<file path="src/rtl/intr_ctrl_pkg.sv">
// Shared types and register-map helpers for the APB interrupt controller.
package intr_ctrl_pkg;

    typedef enum logic [1:0] {
        IDLE     = 2'd0,
        ARB      = 2'd1,
        WAIT_SVC = 2'd2
    } state_e;

    function automatic int unsigned enable_off(input int unsigned num_intr);
        return num_intr;
    endfunction

    function automatic int unsigned pend_off(input int unsigned num_intr);
        return num_intr + 1;
    endfunction

    function automatic int unsigned ctrl_off(input int unsigned num_intr);
        return num_intr + 2;
    endfunction

endpackage

</file>
<file path="src/rtl/intr_prio_arbiter.sv">
// Combinational max-priority arbiter; ties resolve to the lowest source index.
module intr_prio_arbiter
    import intr_ctrl_pkg::*;
#(
    parameter int unsigned NUM_INTR = 16,
    parameter int unsigned PRIO_W   = 4
) (
    input  logic [NUM_INTR-1:0]         eligible,
    input  logic [NUM_INTR*PRIO_W-1:0]  prio_flat,
    output logic [$clog2(NUM_INTR)-1:0] win_idx,
    output logic [PRIO_W-1:0]           win_prio,
    output logic                        any
);

    localparam int unsigned IDX_W = $clog2(NUM_INTR);

    // Ascending scan with strict '>' keeps the lowest index on equal priority.
    always_comb begin
        win_idx  = '0;
        win_prio = '0;
        any      = 1'b0;
        for (int i = 0; i < int'(NUM_INTR); i++) begin
            if (eligible[i] && (!any || prio_flat[i*PRIO_W +: PRIO_W] > win_prio)) begin
                win_idx  = IDX_W'(i);
                win_prio = prio_flat[i*PRIO_W +: PRIO_W];
                any      = 1'b1;
            end
        end
    end

endmodule

</file>
<file path="src/rtl/apb_intr_ctrl_param.sv">
// APB-programmable interrupt controller: per-source priority/enable, sticky pending,
// max-priority arbitration and a valid/serviced handshake toward the CPU.
module apb_intr_ctrl_param
    import intr_ctrl_pkg::*;
#(
    parameter int unsigned NUM_INTR = 16,
    parameter int unsigned PRIO_W   = 4,
    parameter int unsigned ADDR_W   = 6,
    parameter int unsigned PREEMPT  = 0
) (
    input  logic                        pclk,
    input  logic                        prst,
    input  logic                        psel,
    input  logic                        penable,
    input  logic                        pwrite,
    input  logic [ADDR_W-1:0]           paddr,
    input  logic [31:0]                 pwdata,
    output logic [31:0]                 prdata,
    output logic                        pready,
    output logic                        pslverr,
    input  logic [NUM_INTR-1:0]         intr_active,
    input  logic                        intr_serviced,
    output logic                        intr_valid,
    output logic [$clog2(NUM_INTR)-1:0] intr_to_service,
    output logic [PRIO_W-1:0]           intr_prio
);

    localparam int unsigned IDX_W    = $clog2(NUM_INTR);
    localparam int unsigned ENABLE_A = enable_off(NUM_INTR);
    localparam int unsigned PEND_A   = pend_off(NUM_INTR);
    localparam int unsigned CTRL_A   = ctrl_off(NUM_INTR);

    logic [NUM_INTR-1:0][PRIO_W-1:0] prio_q;
    logic [NUM_INTR-1:0]             enable_q;
    logic [NUM_INTR-1:0]             pend_q;
    logic [NUM_INTR-1:0]             pend_d;
    logic [NUM_INTR-1:0]             pend_clr;
    logic [NUM_INTR-1:0]             eligible;
    logic [NUM_INTR-1:0]             other_elig;
    logic                            gen_q;

    logic [31:0]       addr_w;
    logic              access;
    logic              addr_err;
    logic              wr_en;
    logic              rd_en;
    logic              w1c;

    logic [IDX_W-1:0]  win_idx;
    logic [PRIO_W-1:0] win_prio;
    logic              win_any;

    state_e            state_q;
    state_e            state_d;
    logic              ld_win;
    logic              set_valid;
    logic              svc_done;

    logic              unused_pwdata;
    assign unused_pwdata = ^pwdata;

    // APB decode: zero wait states, out-of-map accesses error out with no side effect.
    assign addr_w   = 32'(paddr);
    assign access   = psel & penable;
    assign addr_err = addr_w > CTRL_A;
    assign wr_en    = access & pwrite & ~addr_err;
    assign rd_en    = access & ~pwrite & ~addr_err;
    assign w1c      = wr_en & (addr_w == PEND_A);
    assign pready   = access;
    assign pslverr  = access & addr_err;

    always_comb begin
        prdata = '0;
        if (rd_en) begin
            for (int i = 0; i < int'(NUM_INTR); i++) begin
                if (addr_w == 32'(i)) prdata = 32'(prio_q[i]);
            end
            if (addr_w == ENABLE_A) prdata = 32'(enable_q);
            if (addr_w == PEND_A)   prdata = 32'(pend_q);
            if (addr_w == CTRL_A)   prdata = 32'(gen_q);
        end
    end

    always_ff @(posedge pclk or posedge prst) begin
        if (prst) begin
            prio_q   <= '0;
            enable_q <= '0;
            gen_q    <= 1'b0;
        end else if (wr_en) begin
            for (int i = 0; i < int'(NUM_INTR); i++) begin
                if (addr_w == 32'(i)) prio_q[i] <= pwdata[PRIO_W-1:0];
            end
            if (addr_w == ENABLE_A) enable_q <= pwdata[NUM_INTR-1:0];
            if (addr_w == CTRL_A)   gen_q    <= pwdata[0];
        end
    end

    // Sticky pending: a sampled enabled request overrides any same-cycle clear.
    always_comb begin
        pend_clr   = '0;
        other_elig = '0;
        for (int i = 0; i < int'(NUM_INTR); i++) begin
            pend_clr[i]   = (w1c & pwdata[i]) | (svc_done & (intr_to_service == IDX_W'(i)));
            other_elig[i] = eligible[i] & (intr_to_service != IDX_W'(i));
        end
        pend_d = (intr_active & enable_q) | (pend_q & ~pend_clr);
    end

    always_ff @(posedge pclk or posedge prst) begin
        if (prst) pend_q <= '0;
        else      pend_q <= pend_d;
    end

    assign eligible = pend_q & enable_q;

    intr_prio_arbiter #(
        .NUM_INTR (NUM_INTR),
        .PRIO_W   (PRIO_W)
    ) u_arb (
        .eligible  (eligible),
        .prio_flat (prio_q),
        .win_idx   (win_idx),
        .win_prio  (win_prio),
        .any       (win_any)
    );

    always_ff @(posedge pclk or posedge prst) begin
        if (prst) state_q <= IDLE;
        else      state_q <= state_d;
    end

    always_comb begin
        state_d = state_q;
        case (state_q)
            IDLE:     if (gen_q && win_any) state_d = ARB;
            ARB:      state_d = win_any ? WAIT_SVC : IDLE;
            WAIT_SVC: if (intr_serviced) state_d = (gen_q && |other_elig) ? ARB : IDLE;
            default:  state_d = IDLE;
        endcase
    end

    // Preemption only swaps in a strictly more urgent source while still awaiting service.
    always_comb begin
        set_valid = (state_q == ARB) && win_any;
        svc_done  = (state_q == WAIT_SVC) && intr_serviced;
        ld_win    = set_valid;
        if ((PREEMPT != 0) && (state_q == WAIT_SVC) && !intr_serviced && gen_q &&
            win_any && (win_prio > intr_prio)) begin
            ld_win = 1'b1;
        end
    end

    always_ff @(posedge pclk or posedge prst) begin
        if (prst) begin
            intr_valid      <= 1'b0;
            intr_to_service <= '0;
            intr_prio       <= '0;
        end else begin
            if (svc_done)       intr_valid <= 1'b0;
            else if (set_valid) intr_valid <= 1'b1;
            if (ld_win) begin
                intr_to_service <= win_idx;
                intr_prio       <= win_prio;
            end
        end
    end

endmodule

</file>
<file path="config.mk">
export PLATFORM = sky130hd
export DESIGN_NAME = apb_intr_ctrl_param
export DESIGN_NICKNAME = d
export VERILOG_FILES = /design/src/rtl/intr_ctrl_pkg.sv /design/src/rtl/intr_prio_arbiter.sv /design/src/rtl/apb_intr_ctrl_param.sv
export SDC_FILE = /design/constraint.sdc
export NUM_CORES = 1
export LEC_CHECK = 0
export CELL_PAD_IN_SITES_DETAIL_PLACEMENT = 1
export CELL_PAD_IN_SITES_GLOBAL_PLACEMENT = 2
export CORE_AREA = 4 4 173 142
export DETAILED_ROUTE_END_ITERATION = 7
export DIE_AREA = 0 0 177 146
export GPL_TIMING_DRIVEN = 0
export HOLD_SLACK_MARGIN = 0.12
export PLACE_DENSITY = 0.95
export SLEW_MARGIN = 30
export SYNTH_ARGS = -nofsm -noshare
export SYNTH_HDL_FRONTEND = slang
export SYNTH_SLANG_ARGS = --single-unit
export TNS_END_PERCENT = 30
</file>
<file path="constraint.sdc">
create_clock -name pclk -period 47.9 [get_ports pclk]
set_input_delay 9.58 -clock pclk [delete_from_list [all_inputs] [get_ports pclk]]
set_output_delay 9.58 -clock pclk [all_outputs]
set_load 0.005 [all_outputs]
</file>
After elaboration in Yosys (flattened, before gate mapping):

Cells that the tools add are included.

* register bits after elaboration: 108
* word-level logic and storage cells: 317
* bits of input ports: 60
* output and inout bits: 43

* order comparisons: 16
* reductions and logical operators: 74
* bitwise logic cells: 78
* equality and inequality tests: 52
* mux-type cells: 74

Operators by type and width (number)
* 32-bit 2-to-1 mux: 19
* 4-bit 2-to-1 mux: 25
* 4-bit > comparator: 15
* 1-bit AND: 55
* 16-bit AND: 3
* 6-bit by 4-bit == test with 1-bit output, second input constant: 8
* 2-bit AND reduction: 19
* 4-bit == test, second input constant: 8
* 32-bit zero test: 1
* 4-bit != test, second input constant: 8
* 6-bit by 3-bit == test with 1-bit output, second input constant: 4
* 1-bit 2-to-1 mux: 20
* 1-bit logical AND: 19
* 6-bit by 5-bit == test with 1-bit output, second input constant: 3
* 4-bit by 3-bit == test with 1-bit output, second input constant: 4
* 4-bit by 3-bit != test with 1-bit output, second input constant: 4
* 16-bit inverter: 1
* 1-bit bitwise OR: 16
* 16-bit bitwise OR: 1
* 16-bit OR reduction: 1
* 1-bit zero test: 15
* 1-bit logical OR: 15
* 6-bit by 2-bit == test with 1-bit output, second input constant: 2
* 3-bit 2-to-1 mux: 4
* 16 further kinds: 24

Depth between registers and ports, before layout:

* depth in word-level cells: 65
* gate-level depth with buffers: 131
* depth with buffers taken out: 128

By module:

Synthesis repeated with hierarchy kept, for this count alone.

* cells, all modules: 995
* area total of the unflattened synthesis: 9034.9 um^2

By module, submodules not included
* apb_intr_ctrl_param: area each 5850.6 um^2, cells each 539, sequential area each 2702.6 um^2, instances 1
* intr_prio_arbiter: area each 3184.3 um^2, cells each 456, sequential area each 0.0 um^2, instances 1

Least setup slack after synthesis:

Ideal clock, no wire load.

* path type: flip-flop to flip-flop
* from: register enable_q[0]
* to: register intr_prio[0]
* arrival: 21835 ps
* data required time: 47774 ps
* cell stages (with the launch flop): 126
* path buffers: 4
* setup slack: 25939 ps
* clock period less this slack: 21961 ps
* library setup time: 126 ps
* cell sequence: dfrtp_1 and2_4 nand2_1 ha_1 and4_1 a21oi_1 o21a_4 mux2_4 ha_1 nor2b_1 o211ai_1 a31o_2 a21o_1 ha_1 and3b_4 a2111oi_4 o32ai_2 and2_1 [... 90 more ...] nand2b_1 a21oi_1 a41o_1 a21oi_1 clkbuf_1 nand2_1 o21ai_0 a21oi_1 ha_1 nor2b_1 o21ai_0 nand2b_1 a21oi_1 a41o_1 a21oi_1 nand2b_1 inv_1 a221o_1

* longest elaborated chain between the ends: 63
* elaborated cells on any way between the ends: 94
* classes of those cells: order compare (15); mux (32); bitwise (1); reduce/logical (46)

Ends and longest elaborated chain
* start, declared: RTL line apb_intr_ctrl_param.sv:34 `logic [NUM_INTR-1:0] enable_q;`
* start signal, assigned: RTL line apb_intr_ctrl_param.sv:93 `if (addr_w == ENABLE_A) enable_q <= pwdata[NUM_INTR-1:0];`
* 16-bit AND *: RTL line apb_intr_ctrl_param.sv:114 `assign eligible = pend_q & enable_q;`
* 4-bit 2-to-1 mux or 1-bit 2-to-1 mux (tied branches): RTL line intr_prio_arbiter.sv:23 `if (eligible[i] && (!any || prio_flat[i*PRIO_W +: PRIO_W] > win_prio)) begin`
* 4-bit > comparator or 1-bit zero test (tied branches): RTL line intr_prio_arbiter.sv:23
* 1-bit logical OR: RTL line intr_prio_arbiter.sv:23
* 1-bit logical AND: RTL line intr_prio_arbiter.sv:23
* 4-bit 2-to-1 mux or 1-bit 2-to-1 mux (tied branches): RTL line intr_prio_arbiter.sv:23
* 4-bit > comparator or 1-bit zero test (tied branches): RTL line intr_prio_arbiter.sv:23
* 1-bit logical OR: RTL line intr_prio_arbiter.sv:23
* [... 47 more ...]
* 1-bit logical OR: RTL line intr_prio_arbiter.sv:23
* 1-bit logical AND: RTL line intr_prio_arbiter.sv:23
* 4-bit 2-to-1 mux or 1-bit 2-to-1 mux (tied branches): RTL line intr_prio_arbiter.sv:23
* 4-bit > comparator or 1-bit zero test (tied branches): RTL line intr_prio_arbiter.sv:23
* 1-bit logical OR: RTL line intr_prio_arbiter.sv:23
* 1-bit logical AND: RTL line intr_prio_arbiter.sv:23
* 1-bit 2-to-1 mux: RTL line intr_prio_arbiter.sv:23
* 1-bit logical AND: RTL line apb_intr_ctrl_param.sv:144 `set_valid = (state_q == ARB) && win_any;`
* end signal, assigned: RTL line apb_intr_ctrl_param.sv:163 `intr_prio <= win_prio;`
* end, declared: RTL line apb_intr_ctrl_param.sv:25 `output logic [PRIO_W-1:0] intr_prio`

Mark *: on every way between the ends. The rest lies on a longest branch, timed or not.
A chain may end at the register's enable or synchronous reset.

Worst setup path in the final report:

* from: register enable_q[0]
* to: register intr_to_service[1]

* longest elaborated chain between the ends: 63
* elaborated cells on any way between the ends: 107
* classes of those cells: order compare (15); mux (45); bitwise (1); reduce/logical (46)

Ends and longest elaborated chain
* 16-bit AND *: RTL line apb_intr_ctrl_param.sv:114
* 4-bit 2-to-1 mux or 1-bit 2-to-1 mux (tied branches): RTL line intr_prio_arbiter.sv:23
* 4-bit > comparator or 1-bit zero test (tied branches): RTL line intr_prio_arbiter.sv:23
* 1-bit logical OR: RTL line intr_prio_arbiter.sv:23
* 1-bit logical AND: RTL line intr_prio_arbiter.sv:23
* 4-bit 2-to-1 mux or 1-bit 2-to-1 mux (tied branches): RTL line intr_prio_arbiter.sv:23
* 4-bit > comparator or 1-bit zero test (tied branches): RTL line intr_prio_arbiter.sv:23
* 1-bit logical OR: RTL line intr_prio_arbiter.sv:23
* [... 47 more ...]
* 1-bit logical OR: RTL line intr_prio_arbiter.sv:23
* 1-bit logical AND: RTL line intr_prio_arbiter.sv:23
* 4-bit 2-to-1 mux or 1-bit 2-to-1 mux (tied branches): RTL line intr_prio_arbiter.sv:23
* 4-bit > comparator or 1-bit zero test (tied branches): RTL line intr_prio_arbiter.sv:23
* 1-bit logical OR: RTL line intr_prio_arbiter.sv:23
* 1-bit logical AND: RTL line intr_prio_arbiter.sv:23
* 1-bit 2-to-1 mux: RTL line intr_prio_arbiter.sv:23
* 1-bit logical AND: RTL line apb_intr_ctrl_param.sv:144
* end signal, assigned: RTL line apb_intr_ctrl_param.sv:162 `intr_to_service <= win_idx;`
* end, declared: RTL line apb_intr_ctrl_param.sv:24 `output logic [$clog2(NUM_INTR)-1:0] intr_to_service,`

Marks and branches as above.

==> flow_summary.ini <==
[power]
powerDensity_mw_per_mm2 = 21.5
ir_drop_mv = 0.0133
p_leak_nw = 4.35

[setup_path]
criticalPathCategory = flip-flop to flip-flop
cp-start-kind = flip-flop
crit_path_end = intr_to_service[1]
timing.rr.start = enable_q[0]
worstSetupStartpoint = enable_q[0]
crit_fanout = 10
ff2ff_setup_slack_ns = 21.33
cpMaxStageDelayCell = a31oi_1
timing.rr.end = intr_to_service[1]
worstPathRequired_ns = 48.12
cp_data_arrival_time_ns = 26.79
r2r_cells = 125
cpPeakStageDelay_ns = 0.61
endpoint_kind = flip-flop
cp_common_cell = a21oi_1

[synth]
yosysSeqAreaShare_pct = 31.6
syn_area_per_cell_um2 = 8.89
synth-main-ff-cell = dfrtp_1
synth_edf_count = 0
yosysWarnings = 0
synth-seq-cells = 108
async_reset_ff_share_pct = 100
netlist_area_mm2 = 0.00856
synth_cells = 963
synth_cell_types = 82

[clock_tree]
post_cts_resized = 0
clk_latency_ns = 0.36
clk_pin_slew_ns = 0.08
clock_path_buffers = 2
cts_root_buf = clkbuf_16
cts_setup_buffers = 0
hold_buffers = 0
cts.sinks = 108
cts_tree = done
htreeDepth = 3
cts_made_buffers = 9

[worst_hold_path]
hp-class = flip-flop to flip-flop

[run]
cap_viol_max_count = 0

[cells_and_area]
area_delta_synth_final_pct = 17.2
layout-drive-gt1-share_pct = 15.3
n_antenna_cell = 0
final_net_count = 1168
fin_area_mm2 = 0.0100
n_fill_cell = 2697

[place]
place_congestion = 0.902
dpl_cell_area_mm2 = 0.00969
post-place-ws_ns = 21.73
io_buffers = 65
hpwl_mm = 24.3

[die]
die_w_um = 177
core_mm2 = 0.0230
fp-row-count = 50
ios = 103
fp.dieH_um = 146
die_area_mm2 = 0.0258
initial_core_util_pct = 37.3

[global_routing]
track_usage_pct = 23.5
grt_pass1_wl_mm = 48.2
antenna_found_initial = 1
grt_pass1_vias = 8468
grt_overflow = 0
grt_max_degree = 93

[timing]
rsz0062_at_grt = no
period_minus_slack_ns = 26.57
finalHoldViolCount = 0
layout_setup_ws_ns = 21.33
skew_ns = 0.00941
fin_crit_sh_pct = 55.5
hold_slack_ns = 0.502
drv_slew = 0
fin_tns_setup_ns = 0
maxClockFrequency_ghz = 0.0376
setup_violations = 0
max-slew-margin-rel_pct = 41.9
tightest_slew_ns = 0.863

[detailed_routing]
dr_total_vias = 7976
drtAntennaViolNets = 0
dr.pass1.iters = 5
drc = 0
wl_per_cell_um = 22.1
routed_wl_mm = 30.3
viasPerCell = 5.81
drt-initial-drc-count = 583

[run_status]
status = completed
==> through the flow <==
step	cells	total power, W	utilization [%]
after floorplan	978	0.000118	-
after CTS	1372	0.000216	43.7
final	1372	0.000216	43.7
after global routing	1372	0.000223	43.7
after global placement	1355	0.000128	42.1
after detailed placement	1356	0.000130	42.2
==> worst min path at each step <==
| stage | from | end | slack (ns) | depth (start not counted) |
|---|---|---|---|---|
| floorplan | intr_valid | intr_valid | 0.48 | 2 |
| global route | intr_prio[1] | intr_prio[1] | 0.53 | 2 |
| finish | intr_prio[1] | intr_prio[1] | 0.50 | 2 |
| detailed placement | intr_prio[1] | intr_prio[1] | 0.49 | 2 |
| global placement | intr_prio[1] | intr_prio[1] | 0.48 | 2 |
| CTS | intr_prio[1] | intr_prio[1] | 0.51 | 2 |
==> synthesized netlist by cell type (4+ instances only) <==
library cell    n  area share, %
nand3_1        20            1.2
mux2i_1        23            2.7
a32o_1         17            2.0
a221oi_1        5           0.51
nor2b_1        16            1.2
dfrtp_1       108             32
inv_1          58            2.5
a22oi_1        15            1.3
o2111ai_1       4           0.41
a21o_1          8           0.70
a221o_1         6           0.70
or2_2           5           0.37
nand2_1       119            5.2
o21ai_1         6           0.35
o21a_1          9           0.79
nand2b_1       11           0.80
buf_4          16            1.4
clkbuf_1       30            1.3
nand4_1         8           0.58
and3_1         11           0.80
mux2_2         96             13
nor3b_1         4           0.35
o21ai_0        30            1.8
a21oi_1        59            3.4
nand3b_1        4           0.35
nor2_1         76            3.3
a31oi_1        22            1.6
mux2_4          4           0.70
and2_1         18            1.3
ha_1           53            7.7
nor3_1         15           0.88
o211ai_1        8           0.70
==> critical path: cells and delay by family (launching register included) <==
family	cells	cell delay, ns
flops	1	0.51
simple gates	28	3.96
compound gates	61	12.56
fa+ha+maj	16	4.48
buf+inv	11	1.85
mux	9	3.04
==> report_power, final <==
group	total [W]	switching, W	internal [W]
registers	0.000101	0.00000560	0.0000950
logic	0.0000279	0.0000150	0.0000130
clock network	0.0000876	0.0000366	0.0000510
==> kinds of logic after synthesis <==
family,count (synthesis),share of synthesized area (%)
other,1,0.0438
AO/OA/AOI/OAI,242,20.4
flip-flops,108,31.6
buffers and inverters,108,5.47
adder cells (fa/ha/maj),54,7.86
multiplexers,125,16.5
AND/OR/NAND/NOR,325,18.2
==> routing by layer <==
metal / up-vias / routed length (µm) / part of all wire [%] / GRT usage, %
met3: 33 / 1800 / 5.9 / 3.87
met2: 223 / 13900 / 46 / 37.8
met1: 4013 / 14000 / 46 / 32.9
met4: 0 / 565 / 1.9 / 6.15
met5: - / 0 / 0 / 0
li1: 3707 / - / - / -
==> final cells by class <==
cell class                 count  area [µm²]  share of cell area, %
buffer                        50         250                   2.49
clock inverter                 7         115                   1.15
sequential                   108        2700                   26.9
clock buffer                   9         225                   2.24
multi-input combinational    762        5450                   54.3
inverter                      58         225                   2.24
timing repair buffer          66         678                   6.76
tap                          312         390                   3.89
==> state kept, by name, summed over array words and instances, names as in the netlist <==
register,flops
enable_q,16
prio_q,64
intr_to_service,4
gen_q,1
state_q,2
intr_prio,4
pend_q,16
intr_valid,1
==> cell usage in the layout, fill, tap and decap left out, drive strengths merged, types with 17 or more instances in the layout <==
cell and n:
a21oi 60, a31oi 22, a32o 17, and2 19, buf 21, clkbuf 39
clkdlybuf4s50 65, dfrtp 108, ha 53, inv 58, mux2 100, mux2i 23
nand2 120, nand3 20, nor2 77, o21ai 36
(Power assumes the default switching activity.)
